==> config.mk <==
export PLATFORM = sky130hd
export DESIGN_NAME = sseg_scan_mux
export DESIGN_NICKNAME = d
export VERILOG_FILES = /design/src/rtl/sseg_pkg.sv /design/src/rtl/sseg_lz_mask.sv /design/src/rtl/sseg_scan_mux.sv
export SDC_FILE = /design/constraint.sdc
export NUM_CORES = 1
export LEC_CHECK = 0
export BUFFER_PORTS_ARGS = -buffer_cell sky130_fd_sc_hd__buf_2
export CAP_MARGIN = 15
export CORE_MARGIN = 2
export CORE_UTILIZATION = 45
export CTS_CLUSTER_SIZE = 16
export DETAILED_ROUTE_END_ITERATION = 12
export GPL_TIMING_DRIVEN = 0
export PLACE_DENSITY = 0.72
export SLEW_MARGIN = 40
export SYNTH_ARGS = -nofsm -noshare
export SYNTH_HDL_FRONTEND = slang
export SYNTH_SLANG_ARGS = --single-unit
==> constraint.sdc <==
create_clock -name clk -period 5.7 [get_ports clk]
set_clock_uncertainty 0.2 [all_clocks]
set_input_delay 0.855 -clock clk [delete_from_list [all_inputs] [get_ports clk]]
set_output_delay 0.855 -clock clk [all_outputs]
set_load 0.005 [all_outputs]
==> src/rtl/sseg_pkg.sv <==
// Shared constants and the hex glyph decoder for the seven-segment scan driver.
package sseg_pkg;

   localparam int unsigned BRIGHT_W = 4;
   localparam logic [6:0] SEG_BLANK = 7'h00;

   // Active-high {a, b, c, d, e, f, g}.
   function automatic logic [6:0] hex_to_seg(input logic [3:0] hex);
      logic [6:0] seg;
      unique case (hex)
         4'h0: seg = 7'h7E;
         4'h1: seg = 7'h30;
         4'h2: seg = 7'h6D;
         4'h3: seg = 7'h79;
         4'h4: seg = 7'h33;
         4'h5: seg = 7'h5B;
         4'h6: seg = 7'h5F;
         4'h7: seg = 7'h70;
         4'h8: seg = 7'h7F;
         4'h9: seg = 7'h7B;
         4'hA: seg = 7'h77;
         4'hB: seg = 7'h1F;
         4'hC: seg = 7'h4E;
         4'hD: seg = 7'h3D;
         4'hE: seg = 7'h4F;
         4'hF: seg = 7'h47;
         default: seg = SEG_BLANK;
      endcase
      return seg;
   endfunction

endpackage

==> src/rtl/sseg_lz_mask.sv <==
// Leading-zero blank mask: a digit is masked when it is zero and every higher
// digit is zero or disabled. Digit 0 is never masked.
module sseg_lz_mask #(
   parameter int unsigned DIGITS = 3
) (
   input  logic [4*DIGITS-1:0] hex_i,
   input  logic [DIGITS-1:0]   en_i,
   output logic [DIGITS-1:0]   mask_o
);

   always_comb begin
      mask_o = '0;
      for (int i = 1; i < DIGITS; i++) begin
         mask_o[i] = (hex_i[4*i +: 4] == 4'd0);
         for (int j = i + 1; j < DIGITS; j++) begin
            if ((hex_i[4*j +: 4] != 4'd0) && en_i[j]) mask_o[i] = 1'b0;
         end
      end
   end

endmodule

==> src/rtl/sseg_scan_mux.sv <==
// Time-multiplexed seven-segment driver with frame-atomic shadow loading,
// blink, PWM brightness and leading-zero blanking.
module sseg_scan_mux
   import sseg_pkg::*;
#(
   parameter int unsigned DIGITS     = 3,
   parameter int unsigned SCAN_LOG2  = 12,
   parameter int unsigned BLINK_LOG2 = 6,
   parameter bit          ACTIVE_LOW = 1'b1
) (
   input  logic                  clk,
   input  logic                  reset,
   input  logic                  load,
   input  logic [4*DIGITS-1:0]   hex_in,
   input  logic [DIGITS-1:0]     dp_in,
   input  logic [DIGITS-1:0]     en_in,
   input  logic [DIGITS-1:0]     blink_in,
   input  logic [BRIGHT_W-1:0]   bright_in,
   input  logic                  lz_blank,
   output logic [DIGITS-1:0]     an,
   output logic [7:0]            sseg,
   output logic                  frame_tick,
   output logic                  busy
);

   localparam int unsigned IdxW = $clog2(DIGITS);

   typedef struct packed {
      logic [4*DIGITS-1:0] hex;
      logic [DIGITS-1:0]   dp;
      logic [DIGITS-1:0]   en;
      logic [DIGITS-1:0]   blink;
      logic [BRIGHT_W-1:0] bright;
      logic                lz;
   } disp_t;

   logic [SCAN_LOG2-1:0]  slot_q, slot_d;
   logic [IdxW-1:0]       idx_q, idx_d;
   logic [BLINK_LOG2-1:0] blink_cnt_q, blink_cnt_d;
   logic                  blink_ph_q, blink_ph_d;
   disp_t                 act_q, act_d, pend_q, pend_d, in_data;
   logic                  busy_q, busy_d;
   logic [DIGITS-1:0]     an_q, an_d, an_raw, lz_mask;
   logic [7:0]            sseg_q, sseg_d, seg_raw;
   logic                  tick_q;
   logic                  slot_wrap, last_idx, frame_wrap, blank, pwm_on;
   logic [3:0]            cur_val;

   sseg_lz_mask #(
      .DIGITS(DIGITS)
   ) u_lz_mask (
      .hex_i (act_q.hex),
      .en_i  (act_q.en),
      .mask_o(lz_mask)
   );

   assign in_data    = '{hex: hex_in, dp: dp_in, en: en_in, blink: blink_in,
                         bright: bright_in, lz: lz_blank};
   assign slot_wrap  = &slot_q;
   assign last_idx   = (idx_q == IdxW'(DIGITS - 1));
   assign frame_wrap = slot_wrap & last_idx;

   always_comb begin
      slot_d      = slot_q + 1'b1;
      idx_d       = idx_q;
      blink_cnt_d = blink_cnt_q;
      blink_ph_d  = blink_ph_q;
      act_d       = act_q;
      pend_d      = pend_q;
      busy_d      = busy_q;
      if (slot_wrap) idx_d = last_idx ? '0 : idx_q + 1'b1;
      if (frame_wrap) begin
         blink_cnt_d = blink_cnt_q + 1'b1;
         if (&blink_cnt_q) blink_ph_d = ~blink_ph_q;
      end
      // A load landing on the wrap bypasses the pending copy entirely.
      if (frame_wrap && load) begin
         act_d  = in_data;
         busy_d = 1'b0;
      end else if (frame_wrap && busy_q) begin
         act_d  = pend_q;
         busy_d = 1'b0;
      end else if (load) begin
         pend_d = in_data;
         busy_d = 1'b1;
      end
   end

   always_comb begin
      cur_val = act_q.hex[{idx_q, 2'b00} +: 4];
      blank   = ~act_q.en[idx_q] | (act_q.lz & lz_mask[idx_q]) |
                (act_q.blink[idx_q] & blink_ph_q);
      pwm_on  = slot_q[SCAN_LOG2-1 -: BRIGHT_W] < act_q.bright;
      an_raw  = (!blank && pwm_on) ? (DIGITS'(1) << idx_q) : '0;
      seg_raw = blank ? {1'b0, SEG_BLANK} : {act_q.dp[idx_q], hex_to_seg(cur_val)};
      an_d    = ACTIVE_LOW ? ~an_raw : an_raw;
      sseg_d  = ACTIVE_LOW ? ~seg_raw : seg_raw;
   end

   always_ff @(posedge clk or posedge reset) begin
      if (reset) begin
         slot_q      <= '0;
         idx_q       <= '0;
         blink_cnt_q <= '0;
         blink_ph_q  <= 1'b0;
         act_q       <= '0;
         pend_q      <= '0;
         busy_q      <= 1'b0;
         an_q        <= {DIGITS{ACTIVE_LOW}};
         sseg_q      <= {8{ACTIVE_LOW}};
         tick_q      <= 1'b0;
      end else begin
         slot_q      <= slot_d;
         idx_q       <= idx_d;
         blink_cnt_q <= blink_cnt_d;
         blink_ph_q  <= blink_ph_d;
         act_q       <= act_d;
         pend_q      <= pend_d;
         busy_q      <= busy_d;
         an_q        <= an_d;
         sseg_q      <= sseg_d;
         tick_q      <= frame_wrap;
      end
   end

   assign an         = an_q;
   assign sseg       = sseg_q;
   assign frame_tick = tick_q;
   assign busy       = busy_q;

endmodule

[After elaboration in Yosys (flattened, before gate mapping)]
Memories as Yosys holds them, arrays and structs flattened.
Cells that the tools add are included.
Word-level totals
  output and inout bits: 13
  bits in registers: 86
  bits in read-only memories: 112
  memories kept: 1
Memory list
  (no name shown): depth 16, width 7, read ports 1, clocked after Yosys merged registers in 0, write ports 0, line sseg_pkg.sv:10  | unique case (hex)
Cells by class
  reduce and logical (&&, ||, !) cells: 13
  magnitude comparators: 2
  eq/ne operators: 1
  shifts and indexed selects: 2
  bitwise logic cells: 11
  multiplexer cells: 17
  add/sub/neg operators: 3
Operators with widths (number)
  $mux 26: 2
  $add 12x1->12 const B: 1
  $reduce_and 12->1: 1
  $shiftx 12x5->4: 1
  $bmux 1 s2: 4
  $logic_not 4->1: 2
  $mux 1: 8
  $mux 8: 1
  $not 8->8: 1
  $reduce_and 7->1: 1
  $add 6x1->6 const B: 1
  $logic_and 1x1->1: 4
  $lt 4x4->1: 1
  $not 1->1: 4
  $reduce_bool 4->1: 1
  $and 1x1->1: 3
  $lt 2x3->1 const B: 1
  $mux 3: 1
  $not 3->3: 1
  $reduce_and 3->1: 1
  $reduce_bool 3->1: 1
  $shl 1x2->3 const A: 1
  $add 2x1->2 const B: 1
  $eq 2x2->1 const B: 1
  other kinds (4): 5

[Logic depth before layout (Yosys ltp)]
Gate-level depths: netlist of the first run.
  word-level depth: 12
  depth in mapped cells: 10
  gate-level depth less buffers: 8

[By module]
Synthesis of the first run repeated with hierarchy kept, for this count alone.
Unflattened totals
  cells, all modules: 376
  area, all modules: 4281.6 um^2
Modules (own cells, without submodules)
  sseg_scan_mux: instances 1, area an instance 4240.3 um^2, cells each 370
  sseg_lz_mask: instances 1, area an instance 41.3 um^2, cells each 6

[Worst setup path before layout of the first run]
OpenSTA, ideal clock, no wires.
  path kind: reg-to-reg
  start point: register slot_q[0]
  end point: register pend_q[0] in the netlist's numbering
  data arrival time: 1.813 ns
  data required time: 5.375 ns
  stages on the path, launching flop included: 8
  library setup time: 0.125 ns
  slack: 3.562 ns
  path through: dfrtp_1 -> ha_1 -> nand2_1 -> nor4_4 -> nand3_4 -> nand2_8 -> buf_12 -> mux2_4
Between the ends
  longest elaborated chain between the ends: 5
RTL lines
  start: declaration: line sseg_scan_mux.sv:37  | logic [SCAN_LOG2-1:0] slot_q, slot_d;
  start signal: assignment: line sseg_scan_mux.sv:113  | slot_q <= slot_d;
  $reduce_and 12->1 (*): line sseg_scan_mux.sv:59  | assign slot_wrap = &slot_q;
  $and 1x1->1 (*): line sseg_scan_mux.sv:61  | assign frame_wrap = slot_wrap & last_idx;
  $logic_and 1x1->1 (on tied branches): line sseg_scan_mux.sv:80, sseg_scan_mux.sv:77
  $not 1->1 (no line)
  $reduce_and 3->1 (no line) (*)
  end signal: assignment: line sseg_scan_mux.sv:118  | pend_q <= pend_d;
  end: declaration: line sseg_scan_mux.sv:41  | disp_t act_q, act_d, pend_q, pend_d, in_data;
Every way passes the cells marked *; elsewhere a longest branch is shown, timed or not.
A chain may end at the register's enable or synchronous reset.

[Final worst setup path of the first run]
  start point: register slot_q[0]
  end point: register pend_q[7] in the netlist's numbering
Same word-level chain as after synthesis.

==> results of run 1 <==
[cell usage after synthesis, types with 2 or more instances]
cell	n
mux2_4	20
nand3_1	15
and3_1	4
xnor2_1	11
a31oi_1	20
clkbuf_1	9
ha_1	10
xor2_1	5
a22oi_1	2
buf_6	2
o22ai_1	8
nand4_1	2
buf_12	2
nand2_1	20
a21oi_1	6
o2bb2ai_1	25
o311ai_0	2
inv_1	11
nor4_1	2
a2bb2oi_1	3
o211ai_1	2
and2_1	22
mux2i_1	8
nor3_1	3
mux2_2	8
o21ai_0	4
nor2_1	13
buf_4	3
and4_1	2
dfstp_2	11
dfrtp_1	75
buf_2	3
nor2b_1	3
[power groups by stage]
stage	Sequential (µW)	Clock, µW	Combinational, µW
floorplan	666	0	86.6
global placement	670	0	118
detailed placement	671	0	123
CTS	659	393	124
global route	664	425	136
finish	660	389	123
[metrics by stage]
step	hold slack [ps]	area (µm²)	std cells	utilization, %
5_1_grt	234	4740	520	51.8
3_3_place_gp	253	4540	503	49.6
4_1_cts	237	4740	520	51.8
3_5_place_dp	261	4570	504	49.9
6_report	236	4740	520	51.8
2_1_floorplan	236	4190	351	-
[sequential cells by signal (all words and copies together) (netlist names)]
register     cells
act_q           26
an               3
blink_cnt_q      6
blink_ph_q       1
busy             1
frame_tick       1
idx_q            2
pend_q          26
slot_q          12
sseg             8
[layer usage]
| metal | global-route usage, % | wire length, µm | up-vias |
|---|---|---|---|
| met5 | 0 | 0 | - |
| met4 | 6.53 | 133 | 0 |
| met2 | 26.6 | 3900 | 67 |
| met1 | 27.2 | 4180 | 1436 |
| li1 | - | - | 1378 |
| met3 | 3.88 | 383 | 10 |
[worst max-delay path, stage by stage (launching register included)]
cell     delay (ps)
dfrtp_1         390
ha_1            240
nand2_1         110
nor4_4          470
nand3_4         260
nand2_8         180
buf_12          170
mux2_4          310
[final cells by class]
type | instances | area [µm²] | area share, %
tap | 111 | 139 | 2.93
clock inverter | 6 | 37.5 | 0.791
clock buffer | 10 | 138 | 2.90
timing repair buffer | 42 | 233 | 4.91
sequential | 86 | 2170 | 45.6
multi-input combinational | 234 | 1850 | 38.9
buffer | 20 | 139 | 2.93
inverter | 11 | 46.3 | 0.976
[kinds of logic (layout without fill, tap and decap cells)]
| kind of cell | after synthesis | after routing | share of synthesized area [%] |
|---|---|---|---|
| AND/OR/NAND/NOR | 92 | 92 | 12.4 |
| flip-flops | 86 | 86 | 51.7 |
| AO/OA/AOI/OAI | 80 | 80 | 14.1 |
| multiplexers | 36 | 36 | 11.2 |
| buffers and inverters | 31 | 89 | 4.30 |
| XOR/XNOR | 16 | 16 | 3.34 |
| adder cells (fa/ha/maj) | 10 | 10 | 2.98 |
[path summary, 6_finish.rpt]
kind | startpoint | endpoint
worst max register to register | slot_q[0]$_DFF_PP0_ | pend_q[7]$_DFFE_PP0P_
max in group asynchronous | reset | an[2]$_DFF_PP1_
worst min-delay path | reset | pend_q[18]$_DFFE_PP0P_
min in group clk | slot_q[0]$_DFF_PP0_ | slot_q[0]$_DFF_PP0_
worst min register to register | slot_q[0]$_DFF_PP0_ | slot_q[0]$_DFF_PP0_
worst max-delay path | slot_q[0]$_DFF_PP0_ | pend_q[7]$_DFFE_PP0P_
==> metrics.cfg, run 1 <==
[global_routing]
grt_pass1_wl_um = 14300
grt_overflow = 0
grt_usage_pct = 18.3
grt_antenna_before_repair = 0
grt_start_max_net_pins = 63
grt_pass1_vias = 2776

[floorplanning]
start_util_pct = 45.8
design.die.area_um2 = 10100
die_h_um = 101
ioPinCount = 42
core_um2 = 9150
placementRows = 35
die_w_um = 101

[critical_path]
setup.worst_path.class = reg2reg
path_max_fanout = 10
reg2reg_depth = 7
end_kind = register
cp.arrival_ps = 2500
rrSetupSlack_ps = 3240
required_ps = 5740
cp-start-kind = register

[layout]
syn2layout_area_growth_pct = 13.2
layout-drive-gt1-share_pct = 28.1
layout_common_cells = dfrtp_1, buf_2, o2bb2ai_1
final_common_cell = dfrtp_1
antennaDiodeCount = 0
fin_nets = 443
nFillCells = 812

[cts]
cts_tree = done
clock-root-buffer = clkbuf_8
clk_latency_ps = 360
clkTransAtPathRegs_ps = 90
clock_sinks = 86
cts_made_buffers = 9
cts_resized = 0
cts_hold_buf = 0
h-tree-depth = 3
clockBufferDepth = 2
cts_setup_buffers = 0

[flow_run]
cap_violations = 0

[power_and_ir_drop]
p_comb_share_pct = 10.5
switching_share_pct = 25.5
total_power_uw = 1170
ir_drop_mv = 0.106
power_frac_seq_pct = 56.3
p_switching_uw = 298
p_leak_uw = 0.00211
power_density_nw_per_um2 = 247
internal-power_uw = 873
clkPwrFrac_pct = 33.2

[sta]
setup_viol = 0
final.setup.tns_ps = 0
max_slew_margin_pct = 56.4
fmax_ghz = 0.407
rsz0062_at_grt = false
finalWorstSetupSlack_ps = 3240
tightest_slew_ps = 653
finalHoldViolCount = 0
fin_crit_sh_pct = 43.1
min_period_ps = 2460
drv_slew = 0

[synthesis]
ys_seq_elements = 86
async_flop_share_pct = 100
ys.warnings.count = 0
synth_edf_count = 0
avgSynthCellArea_um2 = 11.9
ys_top_cells_by_area = dfrtp_1, mux2_4, dfstp_2
seq_area_frac_synth_pct = 51.7
synth_cells = 351
ys_types = 48
syn_nets = 390
synth_top_cell_by_area = dfrtp_1
syn-cell-area_um2 = 4190
yosysTopAreaCellShare_pct = 44.8
synthFlopType = dfrtp_1

[place]
place_congestion = 0.854
post-place-ws_ps = 3180
portBuffers = 41
dp_hpwl_um = 5980

[routing]
drt_wl_total_um = 8600
drt_first_pass_iters = 5
wire_per_inst_um = 16.5
drcViolationCount = 0
first_iter_violations = 172
post_drt_via_cell_ratio = 5.56
num_vias = 2891
final_antenna_net_count = 0

[worst_hold_path]
hp-class = in2async

[run_status]
outcome = finished, final reports clean

No activity file was read; power rests on OpenSTA's default activity.
==> run 2: changes to the inputs <==
Clock period 5.7 ns to 2.5 ns, I/O delays scaled along.
==> run 2 against run 1 <==
Critical path depth increased by 2. Via count up 1.6%. Highest routed layer unchanged. Sequential power increased by 130%. Flip-flop and latch count unchanged.
==> metrics.cfg, run 2 (synthesis gave the netlist of run 1 again) <==
[routing]
post_drt_via_cell_ratio = 5.57
drt_wl_total_um = 8760
first_iter_violations = 157
drcViolationCount = 0
final_antenna_net_count = 0
num_vias = 2936
drt_first_pass_iters = 4
wire_per_inst_um = 16.6

[place]
portBuffers = 41
dp_hpwl_um = 6220
place_congestion = 0.849

[sta]
min_period_ps = 2330
rsz0062_at_grt = false
hold_ws_ps = 49.9
max_slew_margin_pct = 56.3
setup_viol = 0
finalHoldViolCount = 0
final.setup.tns_ps = 0
tightest_slew_ps = 655
fin_crit_sh_pct = 93.3
drv_slew = 0
fmax_ghz = 0.429

[layout]
seq_area_um2 = 2170
syn2layout_area_growth_pct = 16.3
reg.largest.list = act_q: 26 flops, pend_q: 26 flops, slot_q: 12 flops
multi_input_area_um2 = 1860
nFillCells = 822
antennaDiodeCount = 0
layout_common_cells = dfrtp_1, buf_2, o2bb2ai_1
fin_nets = 450
final_common_cell = dfrtp_1
layout-drive-gt1-share_pct = 29.3

[floorplanning]
die_h_um = 101
start_util_pct = 45.8
core_um2 = 9150
placementRows = 35
die_w_um = 101
design.die.area_um2 = 10100
ioPinCount = 42

[critical_path]
end_kind = register
rrSetupSlack_ps = 170
setup.worst_path.class = reg2reg
required_ps = 2530
cp_slowest_cell = nor4_4
cp_cell_sequence = ha_2, nand2_1, nor4_4, buf_4, and3_1, buf_4, o21ai_2, buf_6, o2bb2ai_1
cpMostUsedCell = buf_4
cp.arrival_ps = 2360
slowest_delay_ps = 420
path_max_fanout = 10
cp-start-kind = register

[global_routing]
grt_start_max_net_pins = 28
grt_pass1_wl_um = 14700
grt_antenna_before_repair = 0
grt_pass1_vias = 2927
grt_overflow = 0
grt_usage_pct = 18.7

[power_and_ir_drop]
power_density_nw_per_um2 = 589
total_power_uw = 2870
ir_drop_mv = 0.359
p_leak_uw = 0.00218

[flow_run]
cap_violations = 0

[run_status]
outcome = finished, final reports clean

[cts]
clk_latency_ps = 360
clock-root-buffer = clkbuf_8
cts_tree = done
h-tree-depth = 3
clock_sinks = 86
clockBufferDepth = 2
cts_made_buffers = 9
clkTransAtPathRegs_ps = 90

[worst_hold_path]
hp-class = in2reg

## run 2: cell types whose count changed in the layout (fill, tap and decap cells not counted), sizes merged, moves of 2 or more
cell      change
buf           +6
bufinv        +2
clkbuf        +2
clkinvlp      -2
## run 2: worst paths after layout
kind                                          endpoint                 from  depth (start not counted)
max in group asynchronous            sseg[2]$_DFF_PP1_                reset                          5
worst min-delay path            pend_q[23]$_DFFE_PP0P_            hex_in[9]                          2
worst min register to register     slot_q[0]$_DFF_PP0_  slot_q[0]$_DFF_PP0_                          1
worst max-delay path              act_q[2]$_DFFE_PP0N_  slot_q[0]$_DFF_PP0_                          9
worst max register to register    act_q[2]$_DFFE_PP0N_  slot_q[0]$_DFF_PP0_                          9
min in group asynchronous        pend_q[3]$_DFFE_PP0P_                reset                          3
## run 2: through the flow
| step | setup slack [ps] | util [%] | cell area (µm²) | cells |
|---|---|---|---|---|
| floorplan | 362 | - | 4200 | 351 |
| global placement | 85.4 | 49.6 | 4540 | 503 |
| detailed placement | 51.9 | 50.3 | 4610 | 506 |
| CTS | 42.8 | 52.8 | 4830 | 523 |
| global route | 9.25 | 53.3 | 4880 | 527 |
| finish | 168 | 53.3 | 4880 | 527 |
## run 2: where the power goes
part           internal, µW  switching, µW
logic                   153            138
registers              1460           42.5
clock network           588            489
## run 2: timing repair
action                     4_1_cts  5_1_grt
setup endpoints to repair        0       24
resized for setup                0        5
hold buffers                     1        0
setup buffers                    0        4
hold endpoints to repair        12        0
## run 2: layout make-up
cell class	count	area share, %
plain buffers	20	2.85
clock buffers	12	2.98
clock inverters	4	1.44
inverters	11	0.924
multi-input cells	234	38.1
flip-flops and latches	86	44.4
well taps	111	2.85
repair buffers	49	6.42
## run 2: worst max-delay path: cells and delay by family (launching register included)
family | cells | cell delay (ps)
and+or+nand+nor | 3 | 650
buffers and inverters | 3 | 510
DFF | 1 | 400
adders and majority gates | 1 | 230
AOI/OAI and AO/OA | 2 | 220
## run 2: routing by layer
metal,vias to the layer above,share of wire (%),routed length (µm),global-route usage [%]
li1,1397,-,-,-
met1,1468,48,4190,26.4
met2,60,47,4080,29.1
met3,11,3.9,345,3.40
met4,0,1.6,141,6.95
met5,-,0,0,0
